--- src/rtl/uart_link_pkg.sv ---
// Shared definitions for the UART link arbiter.
//   arb_state_t : packet sequencer states
//   HDR_SYNC    : sync nibble placed in the upper half of every header byte
//   make_header : builds the header byte from a requester id
package uart_link_pkg;

    typedef enum logic [2:0] {
        ST_IDLE,
        ST_HDR,
        ST_LEN,
        ST_DATA,
        ST_CSUM
    } arb_state_t;

    localparam logic [3:0] HDR_SYNC = 4'hA;

    function automatic logic [7:0] make_header(input logic [3:0] id);
        return {HDR_SYNC, id};
    endfunction

endpackage

--- src/rtl/rr_arbiter.sv ---
// Round-robin priority select.
//   rr_ptr    in  : index with highest priority this round
//   req       in  : request vector
//   gnt_idx   out : first set request at or above rr_ptr, wrapping
//   gnt_valid out : at least one request is set
module rr_arbiter #(
    parameter int NUM_REQ = 4,
    localparam int LB_NUM_REQ = $clog2(NUM_REQ)
) (
    input  logic [LB_NUM_REQ-1:0] rr_ptr,
    input  logic [NUM_REQ-1:0]    req,
    output logic [LB_NUM_REQ-1:0] gnt_idx,
    output logic                  gnt_valid
);

    int idx;

    always_comb begin
        gnt_valid = 1'b0;
        gnt_idx   = '0;
        idx       = 0;
        for (int i = 0; i < NUM_REQ; i++) begin
            idx = (int'(rr_ptr) + i) % NUM_REQ;
            if (!gnt_valid && req[LB_NUM_REQ'(idx)]) begin
                gnt_valid = 1'b1;
                gnt_idx   = LB_NUM_REQ'(idx);
            end
        end
    end

endmodule

--- src/rtl/uart_link_arbiter.sv ---
// Shares one uart_tx byte stream among NUM_REQ requesters. Each grant sends
// one framed packet: header {A, id}, length, payload, XOR checksum.
//
// state   | meaning
// --------+----------------------------------------------------------
// IDLE    | waiting for any req_valid; arbitrate and latch length
// HDR     | header byte presented (registered)
// LEN     | length byte presented (registered)
// DATA    | grantee's payload passed straight through to uart_tx
// CSUM    | checksum byte presented (registered); advance rr pointer
//
// Ports:
//   clk, reset (async, active high), ena (freezes all state when low)
//   req_valid/req_len/req_data : per-requester packet request and payload
//   req_ready                  : payload byte of the grantee consumed
//   tx_data/tx_valid/tx_ready  : byte handshake to uart_tx
//   busy                       : packet in progress
//   grant_id                   : current or most recent grantee
module uart_link_arbiter
    import uart_link_pkg::*;
#(
    parameter int NUM_REQ    = 4,
    parameter int DATA_WIDTH = 8,
    parameter int MAX_LEN    = 16,
    localparam int LB_NUM_REQ = $clog2(NUM_REQ),
    localparam int LEN_W      = $clog2(MAX_LEN + 1)
) (
    input  logic                          clk,
    input  logic                          reset,
    input  logic                          ena,
    input  logic [NUM_REQ-1:0]            req_valid,
    input  logic [NUM_REQ*LEN_W-1:0]      req_len,
    input  logic [NUM_REQ*DATA_WIDTH-1:0] req_data,
    output logic [NUM_REQ-1:0]            req_ready,
    output logic [DATA_WIDTH-1:0]         tx_data,
    output logic                          tx_valid,
    input  logic                          tx_ready,
    output logic                          busy,
    output logic [LB_NUM_REQ-1:0]         grant_id
);

    arb_state_t              state_q, state_d;
    logic [LB_NUM_REQ-1:0]   grant_q, grant_d;
    logic [LB_NUM_REQ-1:0]   rr_ptr_q, rr_ptr_d;
    logic [LEN_W-1:0]        len_q, len_d;
    logic [LEN_W-1:0]        cnt_q, cnt_d;
    logic [DATA_WIDTH-1:0]   csum_q, csum_d;
    logic                    txv_q, txv_d;
    logic [DATA_WIDTH-1:0]   txd_q, txd_d;

    logic [LB_NUM_REQ-1:0]   arb_idx;
    logic                    arb_valid;
    logic [LEN_W-1:0]        len_raw;
    logic [LEN_W-1:0]        len_clamp;
    logic [DATA_WIDTH-1:0]   data_sel;
    logic                    valid_sel;
    logic                    in_data;
    logic                    xfer;

    rr_arbiter #(
        .NUM_REQ (NUM_REQ)
    ) u_rr_arbiter (
        .rr_ptr    (rr_ptr_q),
        .req       (req_valid),
        .gnt_idx   (arb_idx),
        .gnt_valid (arb_valid)
    );

    always_comb begin
        len_raw   = req_len[int'(arb_idx)*LEN_W +: LEN_W];
        len_clamp = (len_raw > LEN_W'(MAX_LEN)) ? LEN_W'(MAX_LEN) : len_raw;
        data_sel  = req_data[int'(grant_q)*DATA_WIDTH +: DATA_WIDTH];
        valid_sel = req_valid[grant_q];
        in_data   = (state_q == ST_DATA);
        // Payload bytes bypass the output register so the requester's own
        // valid/data reach uart_tx in the same cycle.
        tx_valid  = in_data ? valid_sel : txv_q;
        tx_data   = in_data ? data_sel : txd_q;
        xfer      = tx_valid && tx_ready && ena;
        req_ready = '0;
        if (in_data && xfer) begin
            req_ready[grant_q] = 1'b1;
        end
    end

    always_comb begin
        state_d  = state_q;
        grant_d  = grant_q;
        rr_ptr_d = rr_ptr_q;
        len_d    = len_q;
        cnt_d    = cnt_q;
        csum_d   = csum_q;
        txv_d    = txv_q;
        txd_d    = txd_q;
        case (state_q)
            ST_IDLE: begin
                if (ena && arb_valid) begin
                    grant_d = arb_idx;
                    len_d   = len_clamp;
                    cnt_d   = len_clamp;
                    csum_d  = '0;
                    txd_d   = make_header(4'(arb_idx));
                    txv_d   = 1'b1;
                    state_d = ST_HDR;
                end
            end
            ST_HDR: begin
                if (xfer) begin
                    txd_d   = DATA_WIDTH'(len_q);
                    state_d = ST_LEN;
                end
            end
            ST_LEN: begin
                if (xfer) begin
                    if (len_q == '0) begin
                        txd_d   = csum_q;
                        state_d = ST_CSUM;
                    end else begin
                        txv_d   = 1'b0;
                        state_d = ST_DATA;
                    end
                end
            end
            ST_DATA: begin
                if (xfer) begin
                    csum_d = csum_q ^ data_sel;
                    cnt_d  = cnt_q - LEN_W'(1);
                    if (cnt_q == LEN_W'(1)) begin
                        txd_d   = csum_q ^ data_sel;
                        txv_d   = 1'b1;
                        state_d = ST_CSUM;
                    end
                end
            end
            ST_CSUM: begin
                if (xfer) begin
                    txv_d    = 1'b0;
                    rr_ptr_d = (grant_q == LB_NUM_REQ'(NUM_REQ - 1)) ?
                               '0 : grant_q + LB_NUM_REQ'(1);
                    state_d  = ST_IDLE;
                end
            end
            default: begin
                state_d = ST_IDLE;
            end
        endcase
    end

    always_ff @(posedge clk or posedge reset) begin
        if (reset) begin
            state_q  <= ST_IDLE;
            grant_q  <= '0;
            rr_ptr_q <= '0;
            len_q    <= '0;
            cnt_q    <= '0;
            csum_q   <= '0;
            txv_q    <= 1'b0;
            txd_q    <= '0;
        end else begin
            state_q  <= state_d;
            grant_q  <= grant_d;
            rr_ptr_q <= rr_ptr_d;
            len_q    <= len_d;
            cnt_q    <= cnt_d;
            csum_q   <= csum_d;
            txv_q    <= txv_d;
            txd_q    <= txd_d;
        end
    end

    assign busy     = (state_q != ST_IDLE);
    assign grant_id = grant_q;

endmodule
--- config.mk ---
export PLATFORM = sky130hd
export DESIGN_NAME = uart_link_arbiter
export DESIGN_NICKNAME = d
export VERILOG_FILES = /design/src/rtl/uart_link_pkg.sv /design/src/rtl/rr_arbiter.sv /design/src/rtl/uart_link_arbiter.sv
export SDC_FILE = /design/constraint.sdc
export NUM_CORES = 1
export LEC_CHECK = 0
export ABC_AREA = 0
export ABC_CLOCK_PERIOD_IN_PS = 3370
export BUFFER_PORTS_ARGS = -buffer_cell sky130_fd_sc_hd__buf_2
export CAP_MARGIN = 0
export CORE_MARGIN = 10
export CORE_UTILIZATION = 32
export CTS_BUF_LIST = sky130_fd_sc_hd__clkbuf_16
export DETAILED_ROUTE_END_ITERATION = 8
export PLACE_DENSITY = 0.64
export SYNTH_ARGS = -nofsm -noshare
export SYNTH_HDL_FRONTEND = slang
export SYNTH_SLANG_ARGS = --single-unit
export TNS_END_PERCENT = 1
--- constraint.sdc ---
create_clock -name clk -period 3.37 [get_ports clk]
set_input_delay 0.5055 -clock clk [delete_from_list [all_inputs] [get_ports clk]]
set_output_delay 0.5055 -clock clk [all_outputs]
set_load 0.02 [all_outputs]
After elaboration in Yosys (flattened, before gate mapping). Cells that the tools add are included.

Flip-flop bits (word level): 34. Latch bits: 0. RAM bits: 0. ROM bits: 0. Bits of input ports: 60. Output and inout port bits: 16. Logic and storage cells: 118. Memories: 0.

Add/subtract/negate cells: 5. $mul: 1. Div/mod/pow operators: 0. $lt $le $gt $ge: 7. Eq/ne operators: 14. Shift operators: 2. Muxes and demuxes: 57. Bitwise gates (word level): 1. Reductions and logical operators: 23.

Operators with widths (count): 8-bit two-way mux (9); 8-bit case mux with 4 select lines (1); 32-bit by 6-bit indexed part select with 8-bit output (1); 1-bit two-way mux (21); 3-bit two-way mux (7); 20-bit by 6-bit indexed part select with 5-bit output (1); 2-bit by 4-bit < comparator with 1-bit output (second input constant) (4); 8-bit case mux with 2 select lines (1); 5-bit two-way mux (3); 3-bit case mux with 5 select lines (1); 7-bit AND reduction (2); 2-bit != test (second input constant) (6); 1-bit binary-select mux with 2-bit select (5); 2-bit two-way mux (5); 5-bit case mux with 2 select lines (1); 1-bit logical AND (8); 4-bit nonzero test (2); 8-bit bitwise XOR (1); 3-bit by 2-bit equality test with 1-bit output (second input constant) (2); 6-bit AND reduction (1); 5-bit by 1-bit equality test with 1-bit output (second input constant) (1); 5-bit greater-than comparator (second input constant) (1); 5-bit logical NOT (1); 2-bit by 3-bit multiplier with 5-bit output (second input constant) (1); 18 further kinds (24).

Logic depth before layout (Yosys ltp).
Word-level depth: 19. Depth in mapped cells: 8. Gate-level depth less buffers: 7.

Modules after synthesis. A second synthesis with hierarchy kept.

Cell total of the unflattened synthesis: 285. Area, all modules: 2523.7 um2.

By module, submodules not included: uart_link_arbiter (instances 1, cells an instance 270, area an instance 2446.1 um2, seq. area each 850.8 um2); rr_arbiter (instances 1, cells an instance 15, area an instance 77.6 um2, seq. area each 0.0 um2).

Worst setup path after synthesis. Ideal clock, no wire load.

Path kind: register to register. Start: register grant_q[0], in the netlist grant_id[0]. End: register txd_q[0]. Library setup time: 125 ps. Arrival time: 2425 ps. Required time: 3245 ps. Slack: 820 ps. Stages on the path, launching flop included: 7. Path buffers: 1. Clock period less this slack: 2550 ps. Path through: dfrtp_1 -> buf_2 -> mux4_2 -> nor2b_1 -> mux4_2 -> a211o_1 -> mux2_2.

Word-level cells in the longest chain between the ends: 7. Elaborated cells on any way between the ends: 14. Those cells by class: eq/ne: 3; shift: 1; mux: 6; bitwise: 1; reduce/logical: 3.

Ends and longest elaborated chain: start: declaration (line uart_link_arbiter.sv:43) `logic [LB_NUM_REQ-1:0] grant_q, grant_d;`; start signal: assignment (line uart_link_arbiter.sv:161) `grant_q <= grant_d;`; parallel branches: the longest is 7 deep, another holds 32-bit by 6-bit indexed part select with 8-bit output; end signal: assignment (line uart_link_arbiter.sv:167) `txd_q <= txd_d;`; end: declaration (line uart_link_arbiter.sv:49) `logic [DATA_WIDTH-1:0] txd_q, txd_d;`.

Parallel ways; which one is timed is not known. The select of a mux whose other input is x is not followed. A chain may end at the register's enable or synchronous reset.

Final worst setup path.
Start: register state_q[2]. End: output port req_ready[0].

Word-level cells in the longest chain between the ends: 6.

Ends and longest elaborated chain: start: declaration (line uart_link_arbiter.sv:42) `arb_state_t state_q, state_d;`; start signal: assignment (line uart_link_arbiter.sv:160) `state_q <= state_d;`; 3-bit by 2-bit equality test with 1-bit output * (line uart_link_arbiter.sv:74) `in_data = (state_q == ST_DATA);`; 1-bit two-way mux (line uart_link_arbiter.sv:77) `tx_valid = in_data ? valid_sel : txv_q;`; 1-bit logical AND (2 in series) (line uart_link_arbiter.sv:79) `xfer = tx_valid && tx_ready && ena;`; 1-bit logical AND * (line uart_link_arbiter.sv:81) `if (in_data && xfer) begin`; 4-bit two-way mux * (line uart_link_arbiter.sv:81); end: declaration (line uart_link_arbiter.sv:34) `output logic [NUM_REQ-1:0] req_ready,`.

Every way passes the cells marked *; elsewhere a longest branch is shown, timed or not.

==> flow_metrics.env <==
export IMPL_timing_fmax_mhz=355.0
export IMPL_critical_path_class="flip-flop to output pin"
export IMPL_cts_hold_buf=0
export IMPL_post_cts_buffers=0
export IMPL_drt_iter0_drc=104
export IMPL_drc=0
export IMPL_synth_edf_count=0
export IMPL_coreArea_sq_um=7687
export IMPL_regToRegSetupSlack_ns=0.73
export IMPL_vdd_drop_max_mv=0.2769
export IMPL_nNetsFinal=414
export IMPL_die_y_um=108.7
export IMPL_dp_slack_ns=0.7243
export IMPL_arrival_ns=2.31
export IMPL_placed_cells=443
export IMPL_seq_power_share_pct=28.7
export IMPL_busiest_layer="met2"
export IMPL_path_max_fanout=12
export IMPL_clockRootBuffer="clkbuf_16"
export IMPL_p_sw_w=0.001043
export IMPL_design_die_area_sq_um=11820
export IMPL_powerDensity_nw_per_um2=786.0
export IMPL_clock_sinks=34
export IMPL_syn_nets=334
export IMPL_clk_pin_slew_ns=0.05
export IMPL_antenna_found_initial=0
export IMPL_ys_types=46
export IMPL_pin_count=76
export IMPL_dr_pass1_iters=4
export IMPL_synth_xor_area_share_pct=0.3476
export IMPL_tns_ns=0
export IMPL_power_switching_share_pct=41.71
export IMPL_crit_start="state_q[2]"
export IMPL_fin_ws_ns=0.5533
export IMPL_muxShareOfSynthArea_pct=22.74
export IMPL_final_util_pct=41.41
export IMPL_period_needed_ns=2.817
export IMPL_grt_pass1_wl_um=11430
export IMPL_syn_instance_count=268
export IMPL_ctsHtreeMaxLevel=2
export IMPL_grt_pass1_vias=2351
export IMPL_p_comb_share_pct=54.2
export IMPL_setup_viol=0
export IMPL_gp_routability_congestion=0.8418
export IMPL_yosys_top_cells_count="34 x dfrtp_1, 33 x nand2_1, 27 x o21ai_0, 22 x mux2_2, 20 x nor2_1"
export IMPL_numPortBuffers=75
export IMPL_clkPwrFrac_pct=17.1
export IMPL_yosysTopAreaCellShare_pct=33.76
export IMPL_synth_seq_area_share_pct=33.76
export IMPL_postSynthAreaPerCell_sq_um=9.403
export IMPL_cts_repair_resized=0
export IMPL_synth_top_family_by_area="multiplexers"
export IMPL_p_int_w=0.001458
export IMPL_synth_seq_cells=34
export IMPL_grt_use_met1_pct=14.35
export IMPL_cp_start_kind="flip-flop"
export IMPL_cts_buffer_depth=2
export IMPL_track_usage_pct=11.95
export IMPL_slew_viol_final=0
export IMPL_met2_usage_pct=20.69
export IMPL_clk_insertion_delay_late_ns=0.28
export IMPL_wl_per_cell_um=15.72
export IMPL_tritoncts="done"
export IMPL_critical_path_required_ns=2.86
export IMPL_cts_buffers=5
export IMPL_synth_area_leaders="dfrtp_1 34%, mux2_2 9.8%, mux4_2 8.9%"
export IMPL_synth_simple_gate_area_share_pct=17.43
export IMPL_die_width_um=108.7
export IMPL_rows=32
export IMPL_hold_worst_slack_ns=0.3127
export IMPL_fin_skew_ns=0.004750
export IMPL_p_leak_nw=1.486
export IMPL_worst_slew_pin_slew_ns=0.7501
export IMPL_grt_ovfl_total=0
export IMPL_status="finished, final reports clean"
export IMPL_grt_max_degree=35
export IMPL_routed_via_density=5.178
export IMPL_hold_path_class="primary input to async pin"
export IMPL_drtAntennaViolNets=0
export IMPL_detailed_place_hpwl_um=5502
export IMPL_hold_violations=0
export IMPL_antenna_cells=0
export IMPL_slew_headroom_pct=49.99
export IMPL_synthFlopType="dfrtp_1"
export IMPL_wirelength_um=7072
export IMPL_synthArstFlopShare_pct=100.0
export IMPL_synth_most_common_cell="dfrtp_1"
export IMPL_rsz0062_at_grt="no"
export IMPL_cp_end_kind="output pin"
export IMPL_drive_gt1_share_pct=37.36
export IMPL_area_delta_synth_final_pct=26.32
export IMPL_yosys_area_top_type="dfrtp_1"
export IMPL_synthAdderAreaFrac_pct=2.979
export IMPL_timing_rr_start="len_q[2]"
export IMPL_synth_compound_area_share_pct=17.73
export IMPL_yosys_warnings=0
export IMPL_num_vias=2330
export IMPL_stdcell_count=450
export IMPL_globalRouteMet3Util_pct=3.304
export IMPL_period_share_pct=83.58
export IMPL_synth_area_sq_um=2520
export IMPL_max_cap_violations=0
export IMPL_initial_utilization_pct=32.78
[power groups by stage]
stage / combinational [W] / clock (W) / sequential (W)
global placement: 0.00134 / 0 / 0.000718
CTS: 0.00137 / 0.000432 / 0.000715
global route: 0.00151 / 0.000449 / 0.000740
detailed placement: 0.00136 / 0 / 0.000720
floorplan: 0.00104 / 0 / 0.000648
finish: 0.00136 / 0.000428 / 0.000718
[flip-flops by register name, indices dropped and copies added (netlist names)]
signal and cells:
state_q 3, csum_q 8, cnt_q 5, txv_q 1, grant_id 2, rr_ptr_q 2, len_q 5, txd_q 8
[final timing paths]
kind	endpoint	cells after the start
max reg2reg	txd_q[2]	6
max in group asynchronous	txd_q[6]	3
max	req_ready[0]	6
min	rr_ptr_q[1]	3
min reg2reg	rr_ptr_q[0]	2
min in group clk	rr_ptr_q[0]	2
[metrics by stage]
stage / instance area (sq um) / power, W
after global routing: 3183 / 0.002697
after global placement: 3050 / 0.002054
after CTS: 3183 / 0.002518
after floorplan: 2520 / 0.001691
final: 3183 / 0.002502
after detailed placement: 3050 / 0.002084
[final cells by class]
type	instances	area (sq um)
sequential	34	850.8
inverter	15	56.30
tap	102	127.6
fill	800	4504
timing repair buffer	88	473.0
multi-input combinational	204	1543
clock inverter	2	7.507
clock buffer	5	125.1
[routing by layer]
metal / up-vias / wire [um]
met5: - / 0
met4: 0 / 64
met3: 6 / 327
met2: 56 / 3683
met1: 1133 / 2996
li1: 1135 / -
[cell families after synthesis]
family                     Yosys count
buffers and inverters               30
xor gates and xnor gates             1
adders and majority gates            6
muxes                               42
DFF                                 34
and+or+nand+nor                     91
AOI/OAI and AO/OA                   64
[layout by cell type (no fill, tap or decap), types with 2 or more instances in the layout]
master / count
and2_1: 5
inv_1: 16
nor2_1: 20
nor2b_1: 9
nand3_1: 6
a221o_1: 2
buf_4: 13
buf_2: 75
nor3_1: 6
a2111o_1: 2
mux2_2: 22
o311ai_0: 2
a31oi_1: 3
and3_1: 2
or4_1: 2
nand2b_1: 3
o22ai_1: 3
a21oi_1: 11
dfrtp_1: 34
nand2_1: 33
a2bb2oi_1: 2
o21ai_0: 27
mux2i_1: 10
a21o_1: 2
mux4_2: 10
ha_1: 6
clkbuf_16: 5
[critical path: stages (launching register included)]
cell,delay (ns)
dfrtp_1,0.52
nor2b_1,0.36
nand2_1,0.37
nor2_1,0.26
buf_4,0.21
and2_1,0.14
buf_2,0.16
Note: power is estimated with default switching activity, not from simulation.
